<file path="src/rtl/bcd_display_pkg.sv">
// Shared types and seven-segment patterns for the bcd_display slice.
// Patterns are active-low, bit 0 = segment a ... bit 6 = segment g.
package bcd_display_pkg;

    typedef logic [6:0] seg7_t;
    typedef logic [3:0] bcd_digit_t;

    typedef struct packed {
        bcd_digit_t hundreds;
        bcd_digit_t tens;
        bcd_digit_t ones;
    } bcd3_t;

    localparam seg7_t SEG_BLANK = 7'h7F;

    localparam seg7_t SEG_DIGIT [0:9] = '{
        7'h40, 7'h79, 7'h24, 7'h30, 7'h19,
        7'h12, 7'h02, 7'h78, 7'h00, 7'h10
    };

endpackage

</file>
<file path="src/rtl/bcd_display_seven_seg_decoder.sv">
// Combinational BCD digit to active-low seven-segment decoder.
// Non-decimal nibbles and an asserted blank both produce an unlit digit.
module seven_seg_decoder
    import bcd_display_pkg::*;
(
    input  bcd_digit_t digit,
    input  logic       blank,
    output seg7_t      seg
);

    always_comb begin
        seg = SEG_BLANK;
        if (!blank && (digit <= 4'd9)) begin
            seg = SEG_DIGIT[digit];
        end
    end

endmodule

</file>
<file path="src/rtl/bcd_display.sv">
// Registered 8-bit binary to three-digit seven-segment display driver.
// Optional leading-zero blanking: define BCD_DISPLAY_LEADING_ZERO_BLANK_EN.
module bcd_display
    import bcd_display_pkg::*;
(
    input  logic       clk,
    input  logic       rst,
    input  logic [7:0] value,
    output logic [6:0] hex_ones,
    output logic [6:0] hex_tens,
    output logic [6:0] hex_hundreds
);

    // Double dabble, unrolled: adjust each nibble >= 5 by +3, then shift in one bit.
    function automatic bcd3_t bin_to_bcd(input logic [7:0] bin);
        logic [11:0] acc;
        acc = '0;
        for (int unsigned i = 0; i < 8; i++) begin
            if (acc[3:0]  >= 4'd5) acc[3:0]  = acc[3:0]  + 4'd3;
            if (acc[7:4]  >= 4'd5) acc[7:4]  = acc[7:4]  + 4'd3;
            if (acc[11:8] >= 4'd5) acc[11:8] = acc[11:8] + 4'd3;
            acc = {acc[10:0], bin[3'(7 - i)]};
        end
        return acc;
    endfunction

    bcd3_t bcd;
    logic  blank_hundreds;
    logic  blank_tens;
    seg7_t seg_hundreds;
    seg7_t seg_tens;
    seg7_t seg_ones;

    always_comb begin
        bcd = bin_to_bcd(value);
    end

`ifdef BCD_DISPLAY_LEADING_ZERO_BLANK_EN
    always_comb begin
        blank_hundreds = (bcd.hundreds == 4'd0);
        blank_tens     = blank_hundreds && (bcd.tens == 4'd0);
    end
`else
    always_comb begin
        blank_hundreds = 1'b0;
        blank_tens     = 1'b0;
    end
`endif

    seven_seg_decoder u_dec_hundreds (
        .digit (bcd.hundreds),
        .blank (blank_hundreds),
        .seg   (seg_hundreds)
    );

    seven_seg_decoder u_dec_tens (
        .digit (bcd.tens),
        .blank (blank_tens),
        .seg   (seg_tens)
    );

    seven_seg_decoder u_dec_ones (
        .digit (bcd.ones),
        .blank (1'b0),
        .seg   (seg_ones)
    );

    always_ff @(posedge clk or posedge rst) begin
        if (rst) begin
            hex_hundreds <= SEG_BLANK;
            hex_tens     <= SEG_BLANK;
            hex_ones     <= SEG_BLANK;
        end else begin
            hex_hundreds <= seg_hundreds;
            hex_tens     <= seg_tens;
            hex_ones     <= seg_ones;
        end
    end

endmodule

</file>
<file path="config.mk">
export PLATFORM = sky130hd
export DESIGN_NAME = bcd_display
export DESIGN_NICKNAME = d
export VERILOG_FILES = /design/src/rtl/bcd_display_pkg.sv /design/src/rtl/bcd_display_seven_seg_decoder.sv /design/src/rtl/bcd_display.sv
export SDC_FILE = /design/constraint.sdc
export NUM_CORES = 1
export LEC_CHECK = 0
export ABC_CLOCK_PERIOD_IN_PS = 1700
export CORE_ASPECT_RATIO = 0.6
export CORE_MARGIN = 5
export CORE_UTILIZATION = 25
export DETAILED_ROUTE_END_ITERATION = 16
export PLACE_DENSITY = 0.52
export SYNTH_ARGS = -nofsm -noshare
export SYNTH_HDL_FRONTEND = slang
export SYNTH_SLANG_ARGS = --single-unit
</file>
<file path="constraint.sdc">
create_clock -name clk -period 1.7 [get_ports clk]
set_input_delay 0.34 -clock clk [delete_from_list [all_inputs] [get_ports clk]]
set_output_delay 0.34 -clock clk [all_outputs]
set_load 0.05 [all_outputs]
</file>
==> results of run 1 <==
==> synth_stat cells, types with 3 or more instances <==
cell type  number
dfstp_2        20
a21oi_1        18
nor2b_1         5
clkbuf_1        4
o21ai_0        15
mux2i_1         3
o211a_1         3
inv_1          13
nor3_1          4
o31a_1          6
nand2_1        15
nor2_1         23
and3_1          3
o311a_1         3
mux2_2          4
ha_1           12
nand3_1         5
o211ai_1        4
nand2b_1        4
==> worst max-delay path, delay by kind of cell <==
family	cells	cell delay [ns]
simple gates	8	1.62
compound gates	5	1.02
fa+ha+maj	4	0.82
buf+inv	4	0.38
xor+xnor	2	0.31
==> worst min-delay path by stage <==
stage	startpoint	endpoint
global route	value[5]	hex_hundreds[2]
global placement	hex_hundreds[1]	hex_hundreds[1]
detailed placement	hex_ones[2]	hex_ones[2]
finish	rst	hex_hundreds[1]
CTS	value[5]	hex_hundreds[2]
floorplan	value[7]	hex_hundreds[2]
==> power by group through the flow <==
stage	sequential, mW	combinational (mW)	clock, mW
6_report	0.888	4.15	0.525
4_1_cts	0.894	3.91	0.541
2_1_floorplan	1.38	1.17	0
3_5_place_dp	0.900	3.25	0
3_3_place_gp	0.897	3.23	0
5_1_grt	0.910	4.40	0.565
==> sequential cells by signal (all words and copies together) (netlist names) <==
register / flops
hex_tens: 7
hex_hundreds: 6
hex_ones: 7
==> cell families (layout without fill, tap and decap cells) <==
kind of cell	after synthesis	after routing	share of synthesized area
buffers and inverters	23	160	0.0474
AOI/OAI and AO/OA	83	83	0.319
and+or+nand+nor	77	77	0.212
adders and majority gates	12	12	0.0769
other	1	1	0.00192
muxes	9	9	0.0570
xor gates and xnor gates	3	3	0.0173
DFF	20	20	0.269
==> per-stage QoR <==
step	utilization	area, µm²
floorplan	-	2060
global placement	0.426	3290
detailed placement	0.426	3290
CTS	0.494	3820
global route	0.514	3970
finish	0.514	3970
==> what timing repair did <==
action                     4_1_cts  5_1_grt
pin swaps                       36       23
buffers inserted                25       13
resized for setup               74       24
setup endpoints to repair       19       19
hold buffers                     0        0
==> cell type report <==
type / count / area, µm²
Tap cell: 108 / 135
Inverter: 15 / 60.1
Multi-Input combinational cell: 185 / 1740
Sequential cell: 20 / 526
Timing Repair Buffer: 141 / 1430
Clock buffer: 4 / 88.8
Fill cell: 714 / 3750
==> per-layer routing <==
layer | global-route usage | vias to the layer above | wire [µm]
li1 | - | 1130 | -
met1 | 0.189 | 1093 | 3230
met2 | 0.217 | 48 | 2930
met3 | 0.0252 | 6 | 276
met4 | 0.0230 | 0 | 42
met5 | 0 | - | 0
==> cell usage in the layout (no fill, tap or decap), types with 4 or more instances in the layout <==
cell type and count:
nor2b_1 4, mux2_2 4, buf_6 16, inv_2 5, ha_4 7, buf_12 23
dfstp_2 20, buf_4 92, inv_1 8, o21ai_0 10, a21oi_2 9, nor2_1 14
a21oi_1 8, clkdlybuf4s50_1 6, o211ai_1 4, nand2_1 10, o31a_1 6, nor2_2 9
==> impl_metrics.py, run 1 <==
metrics = {
    "clocking": {
        "path_clk_slew_ns": 0.05,
        "cts.sinks": 20,
        "h-tree-depth": 1,
        "cts_buffers": 3,
        "clock_path_buffers": 2,
        "cts.root.buffer_cell": "clkbuf_16",
        "cts_tree": "yes",
    },
    "yosys": {
        "synth_nets": 250,
        "ys_top_cells_by_area": "dfstp_2, ha_1, a21oi_1",
        "synth_top_area_cell": "dfstp_2",
        "synth-main-ff-cell": "dfstp_2",
        "synth_cell_types": 68,
        "synth_top_area_share": 0.269,
        "synth_edf_count": 0,
        "yosysSeqAreaShare": 0.269,
        "ys_seq_elements": 20,
        "avgSynthCellArea_um2": 8.56,
        "synthCells": 228,
        "syn_area_um2": 1950,
        "synth_warnings": 0,
        "synth_async_sr_flop_share": 1.00,
    },
    "drt": {
        "detail_route.iter0.violations": 119,
        "vias": 2277,
        "firstDrtPassIters": 4,
        "wirelength_um": 6480,
        "ant_nets": 0,
        "viasPerCell": 4.81,
        "wl_per_cell_um": 13.7,
        "drc": 0,
    },
    "worst_setup_path": {
        "cp_slowest_stage_delay_ns": 0.51,
        "cp-end-kind": "flop",
        "crit_path_top_delay_cell": "or4_4",
        "setup.worst_path.start_class": "input port",
        "endpoint": "hex_ones[3]",
        "path_class": "input port to flop",
        "crit_fanout": 4,
        "cp_cell_sequence": "buf_8 > clkinvlp_4 > ha_4 > o21ai_4 > xnor2_2 > ha_2 > nand2b_4 > a32oi_4 > xnor2_2 > inv_2 > ha_4 > nor2b_4 > or3b_4 > and3_4 > buf_6 > o2bb2ai_4 > a211o_1 > nor3_4 > nor2_2 > a31oi_4 > ha_4 > or4_4 > nand3_2",
        "cp.arrival_ns": 4.48,
        "startpoint": "value[6]",
        "cp.required_ns": 1.89,
        "crit_top_cell": "ha_4",
    },
    "grt": {
        "grt_pass1_vias": 2259,
        "grt_max_degree": 21,
        "antenna_found_initial": 0,
        "grt-ovfl-total": 0,
        "grt_pass1_wl_um": 10700,
        "grt.total_usage": 0.134,
    },
    "power_and_ir_drop": {
        "p_int_mw": 3.29,
        "pwr-share-seq": 0.159,
        "combPwrFrac": 0.746,
        "pwr-share-clk": 0.094,
        "ir_drop_mv": 0.511,
        "netSwitchingPower_mw": 2.28,
        "finalPower_mw": 5.57,
        "power_leakage_nw": 1.72,
        "pwr_density_cell_nw_per_um2": 1400,
        "netSwitchingFraction": 0.410,
    },
    "place": {
        "hpwlAfterDp_um": 4770,
        "routabilityCongestion": 0.925,
        "dpl.cell_count": 438,
        "port_buffers": 30,
        "dp_slack_ns": -3.41,
    },
    "sta": {
        "hold_viol_final": 0,
        "period_share": 2.52,
        "fin_setup_tns_ns": -42.93,
        "period_needed_ns": 4.29,
        "grt_setup_unrepaired": "true",
        "setup-violations-final": 19,
        "layout_setup_ws_ns": -2.59,
        "maxSlewViolCount": 0,
        "hold_ws_ns": 0.646,
        "fmax_mhz": 233,
    },
    "run_status": {
        "violations": "setup timing",
        "status": "finished with violations",
    },
    "floorplan": {
        "core-area_um2": 7730,
        "die_y_um": 78.4,
        "start_util": 0.253,
        "ioPinCount": 31,
        "die_w_um": 124,
        "die_area_um2": 9730,
        "core.rowCount": 25,
    },
    "final_layout": {
        "layout.cells.non_filler": 473,
        "nets": 388,
        "final_layout_size_suffix_gt1_frac": 0.660,
        "areaGrowthSynthToFinish_pct": 104,
        "n_antenna_cell": 0,
    },
    "min_path": {
        "min_path_type": "input port to asynchronous set/reset pin",
    },
    "job": {
        "drv_cap": 0,
    },
}
Power figures use the tool's default switching activity.
==> run 2: changes to the inputs <==
--- a/config.mk
+++ b/config.mk
@@ -6,11 +6,13 @@
 export NUM_CORES = 1
 export LEC_CHECK = 0
 export ABC_CLOCK_PERIOD_IN_PS = 1700
+export CAP_MARGIN = 20
 export CORE_ASPECT_RATIO = 0.6
 export CORE_MARGIN = 5
-export CORE_UTILIZATION = 25
+export CORE_UTILIZATION = 45
 export DETAILED_ROUTE_END_ITERATION = 16
-export PLACE_DENSITY = 0.52
+export PLACE_DENSITY = 0.78
 export SYNTH_ARGS = -nofsm -noshare
 export SYNTH_HDL_FRONTEND = slang
 export SYNTH_SLANG_ARGS = --single-unit
+export TNS_END_PERCENT = 100
==> run 2 against run 1 <==
  * The flow still finishes with violations (setup timing)
  * Final cell count decreased by 12%
  * Clock-buffer cell count decreased by 1
  * Combinational power increased by 11%
  * Wire length increased by 78%
  * Critical endpoint is now hex_ones[4]
==> impl_metrics.py, run 2 (synthesis gave the netlist of run 1 again) <==
metrics = {
    "worst_setup_path": {
        "cp.required_ns": 1.93,
        "cp.arrival_ns": 4.74,
        "endpoint": "hex_ones[4]",
        "cp-end-kind": "flop",
        "setup.worst_path.start_class": "input port",
        "path_class": "input port to flop",
        "startpoint": "value[6]",
        "crit_fanout": 4,
    },
    "power_and_ir_drop": {
        "finalPower_mw": 6.04,
        "power_leakage_nw": 1.66,
        "ir_drop_mv": 1.14,
        "pwr_density_cell_nw_per_um2": 1540,
    },
    "floorplan": {
        "die_y_um": 61.0,
        "ioPinCount": 31,
        "die_area_um2": 5800,
        "start_util": 0.471,
        "core-area_um2": 4140,
        "core.rowCount": 18,
        "die_w_um": 95.0,
    },
    "final_layout": {
        "n_antenna_cell": 0,
        "areaGrowthSynthToFinish_pct": 101,
        "multi_input_area_um2": 1840,
        "post-route-util": 0.948,
        "final_cell_mix": "buf_4, buf_12, buf_6, dfstp_2, nor2_1",
        "fillers": 110,
        "seq_area_um2": 526,
        "final_common_cell": "buf_4",
        "final_layout_size_suffix_gt1_frac": 0.666,
        "nets": 379,
        "reg_top3": "hex_ones: 7 flops, hex_tens: 7 flops, hex_hundreds: 6 flops",
    },
    "sta": {
        "setup-violations-final": 19,
        "period_needed_ns": 4.51,
        "grt_setup_unrepaired": "true",
        "period_share": 2.65,
        "hold_viol_final": 0,
        "layout_setup_ws_ns": -2.81,
        "relSlewSlack": 0.624,
        "fmax_mhz": 222,
        "maxSlewViolCount": 0,
        "tightest_slew_ns": 0.558,
    },
    "clocking": {
        "clock_path_buffers": 2,
        "path_clk_slew_ns": 0.09,
        "cts.root.buffer_cell": "clkbuf_8",
        "cts.sinks": 20,
        "cts_tree": "yes",
        "cts_hold_buf": 0,
        "cts_buffers": 3,
        "h-tree-depth": 1,
    },
    "run_status": {
        "status": "finished with violations",
        "violations": "setup timing",
    },
    "grt": {
        "grt_pass1_vias": 2611,
        "grt_max_degree": 21,
        "antenna_found_initial": 0,
        "grt.total_usage": 0.333,
        "grt_pass1_wl_um": 14200,
        "grt-ovfl-total": 0,
    },
    "drt": {
        "vias": 2884,
        "viasPerCell": 6.93,
        "firstDrtPassIters": 5,
        "ant_nets": 0,
        "wirelength_um": 11500,
        "wl_per_cell_um": 27.8,
        "drc": 0,
        "detail_route.iter0.violations": 398,
    },
    "place": {
        "port_buffers": 30,
        "hpwlAfterDp_um": 4830,
        "dp_slack_ns": -3.43,
        "routabilityCongestion": 0.943,
    },
    "job": {
        "drv_cap": 0,
    },
    "min_path": {
        "min_path_type": "input port to asynchronous set/reset pin",
    },
}
==> run 2: cell count changes in the layout (fill, tap and decap cells not counted), sizes merged <==
cell	before	now
buf	133	125
clkbuf	5	3
bufinv	0	1
==> run 2: area by class of cell <==
type / instances / area share
Tap cell: 60 / 0.0191
Inverter: 15 / 0.0166
Clock buffer: 3 / 0.0105
Timing Repair Buffer: 132 / 0.345
Multi-Input combinational cell: 185 / 0.468
Clock inverter: 1 / 0.00765
Sequential cell: 20 / 0.134
==> run 2: how the worst min path moves through the flow <==
| stage | slack (ns) | end |
|---|---|---|
| 6_report | 0.68 | hex_tens[5] |
| 5_1_grt | 0.72 | hex_tens[5] |
| 4_1_cts | 0.62 | hex_hundreds[2] |
| 3_5_place_dp | 0.83 | hex_ones[2] |
| 3_3_place_gp | 0.83 | hex_hundreds[4] |
| 2_1_floorplan | 0.46 | hex_hundreds[2] |
==> run 2: timing repair <==
item / 4_1_cts / 5_1_grt
pin swaps: 33 / 16
buffers inserted: 23 / 8
gates resized for setup: 80 / 35
setup endpoints to repair: 19 / 19
cloned: 0 / 0
==> run 2: critical path, cell delays in order <==
cell and delay [ns]:
buf_8 0.08, clkinvlp_4 0.09, ha_4 0.17, o21ai_4 0.17, xnor2_4 0.16, ha_2 0.21
nand2b_4 0.13, a32oi_4 0.13, xnor2_2 0.29, inv_2 0.10, ha_2 0.22, nor2b_4 0.14
o31a_1 0.27, buf_4 0.18, nand4_1 0.13, o31a_1 0.15, nor2_2 0.36, nor3_4 0.10
nor2_4 0.15, a31oi_4 0.08, buf_6 0.16, ha_4 0.17, or4_1 0.46, o311a_1 0.18
nand3_1 0.09
==> run 2: where the power goes <==
part	total (mW)	switching [mW]	leakage (nW)	internal [mW]
Sequential	0.914	0.159	0.209	0.755
Clock	0.516	0.200	0.0357	0.316
Combinational	4.61	2.43	1.42	2.18
Total	6.04	2.79	1.66	3.25
==> run 2: through the flow <==
step	area, µm²	hold WS [ns]	setup TNS [ns]	instances
2_1_floorplan	2060	0.459	-47.61	228
4_1_cts	3710	0.617	-40.14	410
3_5_place_dp	3180	0.833	-58.00	386
5_1_grt	3930	0.722	-48.03	416
3_3_place_gp	3180	0.831	-55.83	386
6_report	3930	0.679	-45.99	416
==> run 2: layer usage <==
| metal | GRT usage | wire (µm) | up-vias |
|---|---|---|---|
| met1 | 0.397 | 4200 | 1345 |
| met2 | 0.553 | 4950 | 303 |
| met3 | 0.0842 | 1320 | 120 |
| met4 | 0.209 | 1080 | 0 |
| met5 | 0 | 0 | - |
| li1 | - | - | 1116 |
==> run 3: changes to the inputs <==
--- a/config.mk
+++ b/config.mk
@@ -12,6 +12,7 @@
 export CORE_UTILIZATION = 45
 export DETAILED_ROUTE_END_ITERATION = 16
 export PLACE_DENSITY = 0.78
+export RECOVER_POWER = 25
 export SYNTH_ARGS = -nofsm -noshare
 export SYNTH_HDL_FRONTEND = slang
 export SYNTH_SLANG_ARGS = --single-unit
==> run 3 against run 2 <==
  * Clock-buffer cell count stayed put
  * Design area hardly changed
  * Fmax is 0.18% higher
  * Worst hold slack better by 0.037 ns
  * Critical path depth stayed put
  * Via count stayed put
  * The flow still finishes with violations (setup timing)
  * Global-route usage stayed put
  * Sequential power hardly changed
  * Total power is 0.19% lower
==> impl_metrics.py, run 3 (synthesis gave the netlist of run 1 again) <==
metrics = {
    "run_status": {
        "status": "finished with violations",
        "violations": "setup timing",
    },
    "worst_setup_path": {
        "path_class": "input port to flop",
        "cp.required_ns": 1.93,
        "setup.worst_path.start_class": "input port",
        "endpoint": "hex_ones[4]",
        "crit_fanout": 4,
        "cp_slowest_stage_delay_ns": 0.47,
        "cp_top_family": "simple AND/OR/NAND/NOR gates",
        "critPathBufInv": 5,
        "crit_path_top_delay_cell": "or4_1",
        "startpoint": "value[6]",
        "worst-path-stages": 25,
        "cp-end-kind": "flop",
        "cp.arrival_ns": 4.73,
    },
    "place": {
        "dp_slack_ns": -3.43,
        "routabilityCongestion": 0.943,
        "port_buffers": 30,
        "hpwlAfterDp_um": 4830,
    },
    "sta": {
        "fmax_mhz": 222,
        "maxSlewViolCount": 0,
        "tightest_slew_ns": 1.27,
        "setup-violations-final": 19,
        "period_needed_ns": 4.50,
        "hold_viol_final": 0,
        "relSlewSlack": 0.150,
        "period_share": 2.65,
        "grt_setup_unrepaired": "true",
        "layout_setup_ws_ns": -2.80,
    },
    "clocking": {
        "cts_buffers": 3,
        "path_clk_slew_ns": 0.09,
        "cts_tree": "yes",
        "h-tree-depth": 1,
        "clock_path_buffers": 2,
        "cts.sinks": 20,
        "cts.root.buffer_cell": "clkbuf_8",
    },
    "floorplan": {
        "start_util": 0.471,
        "die_w_um": 95.0,
        "core.rowCount": 18,
        "die_y_um": 61.0,
        "die_area_um2": 5800,
        "ioPinCount": 31,
        "core-area_um2": 4140,
    },
    "drt": {
        "vias": 2884,
        "wl_per_cell_um": 27.5,
        "viasPerCell": 6.93,
        "wirelength_um": 11400,
        "drc": 0,
        "detail_route.iter0.violations": 347,
        "ant_nets": 0,
        "firstDrtPassIters": 5,
    },
    "grt": {
        "grt.total_usage": 0.333,
        "grt_max_degree": 21,
        "grt_pass1_wl_um": 14200,
        "grt-ovfl-total": 0,
        "grt_pass1_vias": 2611,
        "antenna_found_initial": 0,
    },
    "min_path": {
        "hold_path_depth": 4,
        "min_path_type": "input port to flop",
    },
    "final_layout": {
        "fillers": 112,
        "final_layout_size_suffix_gt1_frac": 0.663,
        "seq_area_um2": 526,
        "final_cell_mix": "buf_4, buf_12, buf_6, dfstp_2, nor2_1",
        "reg_top3": "hex_ones: 7 flops, hex_tens: 7 flops, hex_hundreds: 6 flops",
        "multi_input_area_um2": 1840,
        "nets": 379,
        "final_common_cell": "buf_4",
        "areaGrowthSynthToFinish_pct": 101,
        "n_antenna_cell": 0,
    },
    "job": {
        "drv_cap": 0,
    },
    "power_and_ir_drop": {
        "finalPower_mw": 6.03,
        "pwr_density_cell_nw_per_um2": 1540,
        "ir_drop_mv": 1.14,
        "power_leakage_nw": 1.66,
    },
}
==> run 3: area by class of cell <==
type                       instances  share of cell area
clock buffer                       3              0.0105
multi-input combinational        185               0.468
sequential                        20               0.134
tap                               60              0.0191
clock inverter                     1             0.00765
inverter                          15              0.0166
timing repair buffer             132               0.344
==> run 3: power by group <==
group / leakage [nW] / switching (mW) / total, mW / internal [mW]
Combinational: 1.42 / 2.42 / 4.60 / 2.18
Clock: 0.0357 / 0.196 / 0.512 / 0.315
Sequential: 0.209 / 0.160 / 0.916 / 0.755
Total: 1.66 / 2.78 / 6.03 / 3.25
==> run 3: worst min path at each step <==
stage	from	end	slack [ns]
after detailed placement	hex_ones[2]	hex_ones[2]	0.83
final	value[7]	hex_hundreds[2]	0.72
after floorplan	value[7]	hex_hundreds[2]	0.46
after global routing	value[7]	hex_hundreds[2]	0.72
after CTS	value[5]	hex_hundreds[2]	0.62
after global placement	hex_hundreds[4]	hex_hundreds[4]	0.83
==> run 3: timing repair <==
action	4_1_cts	5_1_grt
pin swaps	33	16
hold buffers	0	0
setup endpoints to repair	19	19
endpoints found under the hold margin	0	0
resized for setup	80	35
buffers inserted	23	8
==> run 3: worst min-delay path, delay by kind of cell <==
| family | cells | cell delay (ns) |
|---|---|---|
| and+or+nand+nor | 2 | 0.18 |
| buffers and inverters | 2 | 0.46 |
==> run 3: metrics by stage <==
step                       util  instance area, µm²  std cells  setup TNS [ns]  hold slack, ns
after floorplan               -                2060        228          -47.61           0.459
after global placement    0.767                3180        386          -55.83           0.831
after detailed placement  0.767                3180        386          -58.00           0.833
after CTS                 0.895                3710        410          -40.14           0.617
after global routing      0.947                3920        416          -48.03           0.723
final                     0.947                3920        416          -45.59           0.716
==> run 3: per-layer routing <==
layer / vias up / wire [µm] / GRT usage
met4: 0 / 1080 / 0.209
met5: - / 0 / 0
met3: 124 / 1390 / 0.0842
met1: 1329 / 4060 / 0.397
li1: 1120 / - / -
met2: 311 / 4910 / 0.553
